`src/rtl/fmul_result_stage.sv`:
```
// +----------------------------------------------------------------------------+
// | fmul_result_stage: 2-entry skid-buffered output register for the fp32 mul, |
// | with sticky flags and a delivery counter. Option macro: FMUL_CANON_EN.     |
// | Revision: 1.0                                                              |
// +----------------------------------------------------------------------------+
`default_nettype none

module fmul_result_stage #(
  parameter int DATA_W = 32,
  parameter int CNT_W  = 16
) (
  input  logic              clk,
  input  logic              rst,
  input  logic              in_valid,
  output logic              in_ready,
  input  logic [DATA_W-1:0] in_z,
  input  logic [3:0]        in_flags,
  output logic              out_valid,
  input  logic              out_ready,
  output logic [DATA_W-1:0] out_z,
  output logic [3:0]        out_flags,
  input  logic              clr_sticky,
  output logic [3:0]        sticky,
  output logic [CNT_W-1:0]  result_cnt
);

  localparam logic [1:0] C_ST_EMPTY = 2'd0;
  localparam logic [1:0] C_ST_ONE   = 2'd1;
  localparam logic [1:0] C_ST_TWO   = 2'd2;

  localparam int         C_NAN_BIT  = 3;
  localparam int         C_UNF_BIT  = 1;
  localparam int         C_ZERO_BIT = 0;

  logic [1:0]        r_state;
  logic [1:0]        w_state_nxt;

  logic [DATA_W-1:0] r_m_z;
  logic [3:0]        r_m_flags;
  logic [DATA_W-1:0] r_s_z;
  logic [3:0]        r_s_flags;
  logic [3:0]        r_sticky;
  logic [CNT_W-1:0]  r_cnt;

  logic              w_accept;
  logic              w_deliver;
  logic              w_load_m_in;
  logic              w_load_m_skid;
  logic              w_load_s;

  logic [DATA_W-1:0] w_cap_z;
  logic [3:0]        w_cap_flags;

  assign w_accept  = in_valid & in_ready;
  assign w_deliver = out_valid & out_ready;

  // Capture path: optional canonicalisation of NaNs and denormals before storage.
`ifdef FMUL_CANON_EN
  localparam logic [DATA_W-1:0] C_QNAN = 32'h7FC00000;

  logic [7:0]  w_exp;
  logic [22:0] w_frac;

  assign w_exp  = in_z[30:23];
  assign w_frac = in_z[22:0];

  always_comb begin
    w_cap_z     = in_z;
    w_cap_flags = in_flags;
    if (in_flags[C_NAN_BIT] || (w_exp == 8'hFF && w_frac != 23'd0)) begin
      w_cap_z                = C_QNAN;
      w_cap_flags[C_NAN_BIT] = 1'b1;
    end else if (w_exp == 8'h00 && w_frac != 23'd0) begin
      w_cap_z                 = {in_z[DATA_W-1], {(DATA_W-1){1'b0}}};
      w_cap_flags[C_UNF_BIT]  = 1'b1;
      w_cap_flags[C_ZERO_BIT] = 1'b1;
    end
  end
`else
  assign w_cap_z     = in_z;
  assign w_cap_flags = in_flags;
`endif

  always_ff @(posedge clk) begin
    if (rst) begin
      r_state <= C_ST_EMPTY;
    end else begin
      r_state <= w_state_nxt;
    end
  end

  always_comb begin
    w_state_nxt = r_state;
    case (r_state)
      C_ST_EMPTY: begin
        if (w_accept) w_state_nxt = C_ST_ONE;
      end
      C_ST_ONE: begin
        if (w_accept && !w_deliver)      w_state_nxt = C_ST_TWO;
        else if (!w_accept && w_deliver) w_state_nxt = C_ST_EMPTY;
      end
      C_ST_TWO: begin
        if (w_deliver) w_state_nxt = C_ST_ONE;
      end
      default: w_state_nxt = C_ST_EMPTY;
    endcase
  end

  // Handshake outputs decode the state register only, so no input reaches them.
  always_comb begin
    in_ready      = 1'b0;
    out_valid     = 1'b0;
    w_load_m_in   = 1'b0;
    w_load_m_skid = 1'b0;
    w_load_s      = 1'b0;
    case (r_state)
      C_ST_EMPTY: begin
        in_ready    = 1'b1;
        w_load_m_in = w_accept;
      end
      C_ST_ONE: begin
        in_ready    = 1'b1;
        out_valid   = 1'b1;
        w_load_m_in = w_accept & w_deliver;
        w_load_s    = w_accept & ~w_deliver;
      end
      C_ST_TWO: begin
        out_valid     = 1'b1;
        w_load_m_skid = w_deliver;
      end
      default: begin
        in_ready  = 1'b0;
        out_valid = 1'b0;
      end
    endcase
  end

  always_ff @(posedge clk) begin
    if (rst) begin
      r_m_z     <= '0;
      r_m_flags <= '0;
      r_s_z     <= '0;
      r_s_flags <= '0;
    end else begin
      if (w_load_m_in) begin
        r_m_z     <= w_cap_z;
        r_m_flags <= w_cap_flags;
      end else if (w_load_m_skid) begin
        r_m_z     <= r_s_z;
        r_m_flags <= r_s_flags;
      end
      if (w_load_s) begin
        r_s_z     <= w_cap_z;
        r_s_flags <= w_cap_flags;
      end
    end
  end

  // A clear and a same-cycle accept combine so that the new flags survive.
  always_ff @(posedge clk) begin
    if (rst) begin
      r_sticky <= '0;
    end else if (clr_sticky) begin
      r_sticky <= w_accept ? w_cap_flags : 4'b0000;
    end else if (w_accept) begin
      r_sticky <= r_sticky | w_cap_flags;
    end
  end

  always_ff @(posedge clk) begin
    if (rst) begin
      r_cnt <= '0;
    end else if (w_deliver) begin
      r_cnt <= r_cnt + {{(CNT_W-1){1'b0}}, 1'b1};
    end
  end

  assign out_z      = r_m_z;
  assign out_flags  = r_m_flags;
  assign sticky     = r_sticky;
  assign result_cnt = r_cnt;

endmodule

`default_nettype wire

```
`config.mk`:
```
export PLATFORM = sky130hd
export DESIGN_NAME = fmul_result_stage
export DESIGN_NICKNAME = d
export VERILOG_FILES = /design/src/rtl/fmul_result_stage.sv
export SDC_FILE = /design/constraint.sdc
export NUM_CORES = 1
export LEC_CHECK = 0
export ABC_CLOCK_PERIOD_IN_PS = 6680
export BUFFER_PORTS_ARGS = -buffer_cell sky130_fd_sc_hd__buf_2
export CAP_MARGIN = 20
export CORE_AREA = 2 2 92 94
export DETAILED_ROUTE_END_ITERATION = 12
export DIE_AREA = 0 0 94 96
export GPL_ROUTABILITY_DRIVEN = 0
export MAX_ROUTING_LAYER = met4
export PLACE_DENSITY = 0.8
export SLEW_MARGIN = 40
export SYNTH_ARGS = -nofsm -noshare
export SYNTH_HDL_FRONTEND = slang
export SYNTH_SLANG_ARGS = --single-unit
```
`constraint.sdc`:
```
create_clock -name clk -period 6.68 [get_ports clk]
set_input_delay 0.334 -clock clk [delete_from_list [all_inputs] [get_ports clk]]
set_output_delay 0.334 -clock clk [all_outputs]
set_load 0.02 [all_outputs]
```
# Word-level counts from Yosys, hierarchy flattened
# Index checks and enable logic that the tools add are counted.
dict set report classes {
  mux 17
  n_eq_ne 5
  reduce_logical 10
  add_sub_neg 1
  bitwise 6
}
# op count
set op_table {}
lappend op_table {{2-to-1 mux 32 bit} 2}
lappend op_table {{2-to-1 mux 4 bit} 5}
lappend op_table {{adder 16 x 1 -> 16 bit, second input constant} 1}
lappend op_table {{2-to-1 mux 2 bit} 4}
lappend op_table {{one-hot mux 2 bit (3 select lines)} 1}
lappend op_table {{bitwise AND 1 bit} 4}
lappend op_table {{2-to-1 mux 1 bit} 4}
lappend op_table {{!= test 2 bit, second input constant} 2}
lappend op_table {{bitwise OR 4 bit} 1}
lappend op_table {{nonzero test 2 bit} 2}
lappend op_table {{OR reduction 2 bit} 2}
lappend op_table {{!= test 3 bit, second input constant} 1}
lappend op_table {{AND reduction 3 bit} 1}
lappend op_table {{equality test 2 x 1 -> 1 bit, second input constant} 1}
lappend op_table {{equality test 2 bit, second input constant} 1}
lappend op_table {{logical AND 1 bit} 2}
lappend op_table {{logical NOT 1 bit} 2}
lappend op_table {{logical NOT 2 bit} 1}
lappend op_table {{one-hot mux 1 bit (2 select lines)} 1}
lappend op_table {{NOT 1 bit} 1}
dict set report word_totals {
  register_bits 94
  in_bits 41
  output_inout_bits 58
  wordCells 46
}

# Depth between registers and ports, before layout
dict set report logic_depth {
  depth_word 9
  mapped_depth 11
  depth_no_buf 9
}

# Worst setup path before layout
# No wires, ideal clock.
dict set report synth_timing {
  kind {register to register}
  startpoint {register r_state[1]}
  endpoint {register r_m_flags[2] (netlist: out_flags[2])}
  t_required_ps 6589
  path_stages_with_launch 11
  setup_ps 91
  t_arrival_ps 2323
  synth_period_minus_slack_ps 2414
  path_buffers 2
  path_slack_ps 4266
  path_cell_list {dfxtp_1 -> inv_1 -> ha_1 -> or2_2 -> and2_1 -> clkbuf_1 -> ha_1 -> a22oi_2 -> clkbuf_1 -> nor2_1 -> a311oi_1}
}
dict set report synth_between {
  elab_chain_len 7
  word_cells_on_any_way 14
  cone_classes {eq/ne: 2; mux: 5; bitwise: 3; reduce/logical: 4}
}
# element line
set synth_lines {}
lappend synth_lines {{start: declaration} 35} ;# logic [1:0] r_state;
lappend synth_lines {{start signal: assignment} 88} ;# r_state <= w_state_nxt;
lappend synth_lines {{equality test 2 x 1 -> 1 bit / logical NOT 2 bit (equally long branches)} 116} ;# case (r_state)
lappend synth_lines {{OR reduction 2 bit (no source line) (*)} --}
lappend synth_lines {{2-to-1 mux 1 bit (*)} 116}
lappend synth_lines {{named net in_ready} 15} ;# output logic in_ready,
lappend synth_lines {{bitwise AND 1 bit (*)} 54} ;# assign w_accept = in_valid & in_ready;
lappend synth_lines {{bitwise AND 1 bit} 124} ;# w_load_m_in = w_accept & w_deliver;
lappend synth_lines {{one-hot mux 1 bit (2 select lines) (*)} 116}
lappend synth_lines {{2-to-1 mux 4 bit / nonzero test 2 bit (equally long branches)} --}
lappend synth_lines {{end signal: assignment} 147} ;# r_m_flags <= w_cap_flags;
lappend synth_lines {{end signal: assignment} 150} ;# r_m_flags <= r_s_flags;
lappend synth_lines {{end: declaration} 39} ;# logic [3:0] r_m_flags;
# The timed path passes the listed nets; every way through them passes the cells marked *.
# A chain may end at the register's enable or synchronous reset.

# Worst setup path after layout
dict set report layout_timing {
  startpoint {register r_state[1]}
  endpoint {register r_m_z[18] (netlist: out_z[18])}
}
dict set report layout_between {
  elab_chain_len 7
  word_cells_on_any_way 14
  cone_classes {eq/ne: 2; mux: 5; bitwise: 3; reduce/logical: 4}
}
# element line
set layout_lines {}
lappend layout_lines {{equality test 2 x 1 -> 1 bit, or another cell as far along} 116}
lappend layout_lines {{OR reduction 2 bit (no source line)} --}
lappend layout_lines {{2-to-1 mux 1 bit} 116}
lappend layout_lines {{bitwise AND 1 bit, on equally long branches} {54, 55}}
lappend layout_lines {{bitwise AND 1 bit} 124}
lappend layout_lines {{one-hot mux 1 bit (2 select lines)} 116}
lappend layout_lines {{2-to-1 mux 32 bit / nonzero test 2 bit (equally long branches)} --}
lappend layout_lines {{end signal: assignment} 146} ;# r_m_z <= w_cap_z;
lappend layout_lines {{end signal: assignment} 149} ;# r_m_z <= r_s_z;
lappend layout_lines {{end: declaration} 38} ;# logic [DATA_W-1:0] r_m_z;
# Several ways; a longest one is shown, not always the timed one.

==> results_tabular.tex <==
\begin{tabular}{lr}
\hline
Metric & Value \\
\hline
\multicolumn{2}{l}{\textbf{Status}} \\
Status & finished clean \\
\multicolumn{2}{l}{\textbf{STA}} \\
Max-slew violation count & 0 \\
Final number of hold-violating endpoints & 0 \\
Highest clock frequency the design can meet & roughly 0.34 GHz \\
Sum of negative setup slack & 0 ps \\
Final worst clock skew & about 11 ps \\
Final critical path time including I/O delays and setup & about 3000 ps \\
Worst Setup Slack, final & roughly 3800 ps \\
Crit share post-route & between 40\% and 50\% \\
Setup repair after global routing missed its margin & no \\
\# setup viols final & 0 \\
Pin slew with the least headroom to its limit & 769.7 ps \\
Max-slew headroom at the worst pin & 48.68\% \\
\multicolumn{2}{l}{\textbf{Placed design}} \\
HPWL Detailed & between 6000 and 7000 µm \\
Post-placement setup slack & around 3800 ps \\
\# port buffers & a little under 100 \\
\multicolumn{2}{l}{\textbf{Power and ir drop}} \\
Static leakage & approximately 1.8 nW \\
Total design power & $\sim$1.5 mW \\
Power per Cell Area & $\sim$330 nW/µm² \\
Max IR drop VDD & roughly 0.18 mV \\
\multicolumn{2}{l}{\textbf{Critical path}} \\
Required time of the critical path & $\sim$7000 ps \\
Endpoint type of the worst setup path & register \\
Setup CP Type & register to register \\
CP Max Fanout & between 40 and 50 \\
Critical path data arrival time & 3180 ps \\
Sequence of cells on the critical path & inv\_1 > ha\_1 > or2\_2 > and2\_1 > ha\_1 > a22oi\_2 > buf\_4 > buf\_4 > nor2\_1 > a311oi\_1 \\
Slowest cell on the critical path & sky130\_fd\_sc\_hd\_\_dfxtp\_1 \\
Critical path's largest stage delay & between 300 and 400 ps \\
Setup slack of the most critical reg-to-reg path & between 3000 and 4000 ps \\
Type of element launching the critical path & register \\
Count of buffer and inverter cells on the critical path & 3 \\
Top cell family by delay on the critical path & buffers and inverters \\
\multicolumn{2}{l}{\textbf{Die}} \\
Initial Utilization & between 40\% and 50\% \\
Core ar. & about 8100 µm² \\
Total Die Area & 9024 µm² \\
Die extent in y & between 90 and 100 µm \\
Number of top-level design ports & just under 100 \\
Die Span X & roughly 94 µm \\
Number of standard-cell rows in the floorplan & 33 \\
\multicolumn{2}{l}{\textbf{Synthesis}} \\
Number of enable flip-flop cells after synthesis & 0 \\
Proportion of synthesized flip-flops having asynchronous set or reset & 0\% \\
Commonest register cell after synthesis & sky130\_fd\_sc\_hd\_\_dfxtp\_1 \\
Post-synthesis xor/xnor area fraction & between 2 and 2.5\% \\
Mapped Nets & roughly 530 \\
Most area-hungry cell type in the Yosys netlist & sky130\_fd\_sc\_hd\_\_dfxtp\_1 \\
Gate count after technology mapping & 486 \\
Synth Area in Compound Gates & between 10\% and 20\% \\
Most numerous cell types in the synthesized netlist & sky130\_fd\_sc\_hd\_\_nand2\_1 (121), sky130\_fd\_sc\_hd\_\_dfxtp\_1 (94), sky130\_fd\_sc\_hd\_\_nor2\_1 (54) \\
Seq/Total Area, Yosys & around half \\
Post-Syn Area per Cell & between 7 and 8 µm² \\
Total number of yosys warnings & 0 \\
Area share of the leading cell type in the synthesized netlist & between 40\% and 50\% \\
Multiplexer fraction of the synthesized cell area & 0.2901\% \\
Most area-consuming cells after synthesis & sky130\_fd\_sc\_hd\_\_dfxtp\_1 (48\%), sky130\_fd\_sc\_hd\_\_nand2\_1 (12\%), sky130\_fd\_sc\_hd\_\_a311oi\_1 (8.1\%) \\
Adder and majority gate portion of the synthesized area & 2.257\% \\
Dominant combinational cell family by area after synthesis & simple AND/OR/NAND/NOR gates \\
Seq cells post-synth & 94 \\
Synthesized-area fraction occupied by and/or/nand/nor cells & a little over a quarter \\
Post-synthesis cell area & 3881 µm² \\
Number of unique standard cell types used by synthesis & 32 \\
Library cell with the highest instance count after synthesis & sky130\_fd\_sc\_hd\_\_nand2\_1 \\
\multicolumn{2}{l}{\textbf{Layout}} \\
Count of inserted antenna diode cells & 0 \\
Number of inserted filler cells in the final layout & 769 \\
Area overhead of the layout relative to synthesis & 18.57\% \\
Final layout net count & a little over 600 \\
Fraction of layout cells with a size suffix above 1 & around 22\% \\
\multicolumn{2}{l}{\textbf{Global routing}} \\
Number of antenna violations at the first check in global routing & 0 \\
First-pass GRT wire length & 15540 µm \\
Number of global-route vias before repair & between 3000 and 4000 \\
Tot GR Track Use & 22.08\% \\
Maximum number of pins on one net before global-route repair & between 90 and 100 \\
Total global routing overflow & 0 \\
\multicolumn{2}{l}{\textbf{Clock tree}} \\
Clk buf depth & 2 \\
Clock edge transition at the registers on the reported setup and hold paths & approximately 100 ps \\
Hold buffers post-CTS & 0 \\
Sink count of the clock tree & 94 \\
Total number of H-tree levels & 3 \\
Clock insertion delay at the later pin of the skew report & around 350 ps \\
Root cell of the clock tree & sky130\_fd\_sc\_hd\_\_clkbuf\_8 \\
\# resized after CTS & 0 \\
Clock tree from TritonCTS & built \\
Num CTS Buffers & 9 \\
Post-CTS setup buffers & 0 \\
\multicolumn{2}{l}{\textbf{Detailed routing}} \\
DR vias/cell & about 5.4 \\
Number of iterations in the first detailed-routing pass & 5 \\
Detailed router's first-iteration violation count & $\sim$190 \\
Post-DRT Antenna Nets & 0 \\
Number of vias after detailed routing & roughly 3700 \\
Routed wire length & 9545 µm \\
Wire length per cell & $\sim$14 µm \\
Remaining routing DRC violations & 0 \\
\multicolumn{2}{l}{\textbf{Hold path}} \\
Min-delay worst type & primary input to register \\
\multicolumn{2}{l}{\textbf{Flow run}} \\
Max\_cap viols & 0 \\
\hline
\end{tabular}
logic make-up (layout without fill, tap and decap cells):
family,Yosys count,count (layout)
buffers and inverters,42,127
and+or+nand+nor,244,244
DFF,94,94
muxes,1,1
AOI/OAI and AO/OA,88,88
xor gates and xnor gates,10,10
adders and majority gates,7,7
area by class of cell:
class                   count  area [µm²]  share of cell area (%)
repair buffers            106       554.3                   12.04
multi-input cells         350        1841                   39.99
inverters                   6       22.52                  0.4894
clock buffers               9       123.9                   2.692
well taps                 105       131.4                   2.855
flip-flops and latches     94        1882                   40.89
clock inverters             6       47.55                   1.033
cell usage in the layout, fill, tap and decap left out, types with 2 or more instances in the layout:
cell type	synthesis	final
sky130_fd_sc_hd__nand2_1	121	121
sky130_fd_sc_hd__buf_2	1	98
sky130_fd_sc_hd__dfxtp_1	94	94
sky130_fd_sc_hd__nor2_1	54	54
sky130_fd_sc_hd__a21oi_1	45	45
sky130_fd_sc_hd__nand3_1	42	42
sky130_fd_sc_hd__a311oi_1	36	36
sky130_fd_sc_hd__clkbuf_8	0	9
sky130_fd_sc_hd__ha_1	7	7
sky130_fd_sc_hd__buf_4	0	7
sky130_fd_sc_hd__inv_1	6	6
sky130_fd_sc_hd__xor2_1	6	6
sky130_fd_sc_hd__nor2b_1	5	5
sky130_fd_sc_hd__nand4_1	5	5
sky130_fd_sc_hd__or4_1	4	4
sky130_fd_sc_hd__xnor2_1	4	4
sky130_fd_sc_hd__clkinvlp_4	0	4
sky130_fd_sc_hd__o31ai_1	3	3
sky130_fd_sc_hd__and2_1	2	2
sky130_fd_sc_hd__and4_1	2	2
sky130_fd_sc_hd__or3_1	2	2
sky130_fd_sc_hd__inv_6	0	2
worst min-delay path, delay by kind of cell:
| family | cells | cell delay, ps |
|---|---|---|
| buf+inv | 1 | 100 |
| simple gates | 1 | 50 |
| compound gates | 1 | 50 |
routing by layer:
layer  wire, µm  share of wire [%]  GRT usage [%]  vias to the layer above
li1           -                  -              -                     1830
met1       4310                 45          28.41                     1719
met2       4582                 48          35.42                      116
met3        543                5.7          3.759                       15
met4        109                1.1          7.729                        0
met5          0                  0              -                        -
state kept, by name (all words and copies together) (netlist names):
signal	count
out_z	32
r_s_z	32
result_cnt	16
out_flags	4
r_s_flags	4
sticky	4
r_state	2
worst paths after layout:
kind / from / to / cells past startpoint
max: r_state[1]$_SDFFE_PP0P_ / out_z[18]$_SDFFE_PP0P_ / 10
min: in_z[4] / r_s_z[4]$_SDFFE_PP0P_ / 3
max reg2reg: r_state[1]$_SDFFE_PP0P_ / out_z[18]$_SDFFE_PP0P_ / 10
min reg2reg: r_s_z[2]$_SDFFE_PP0P_ / r_s_z[2]$_SDFFE_PP0P_ / 2
power breakdown:
group | internal [mW] | switching [mW]
sequential | 0.658 | 0.0527
combinational | 0.164 | 0.326
clock | 0.136 | 0.202
stage by stage:
step                hold WS (ps)  cell area [µm²]  instances  util (%)
finish                     216.4             4602        676     57.16
global route               210.6             4602        676     57.16
CTS                        211.4             4602        676     57.16
detailed placement         448.2             4431        661     55.03
global placement           441.3             4412        659     54.79
floorplan                  436.6             3881        486         -
(Power assumes the default switching activity.)
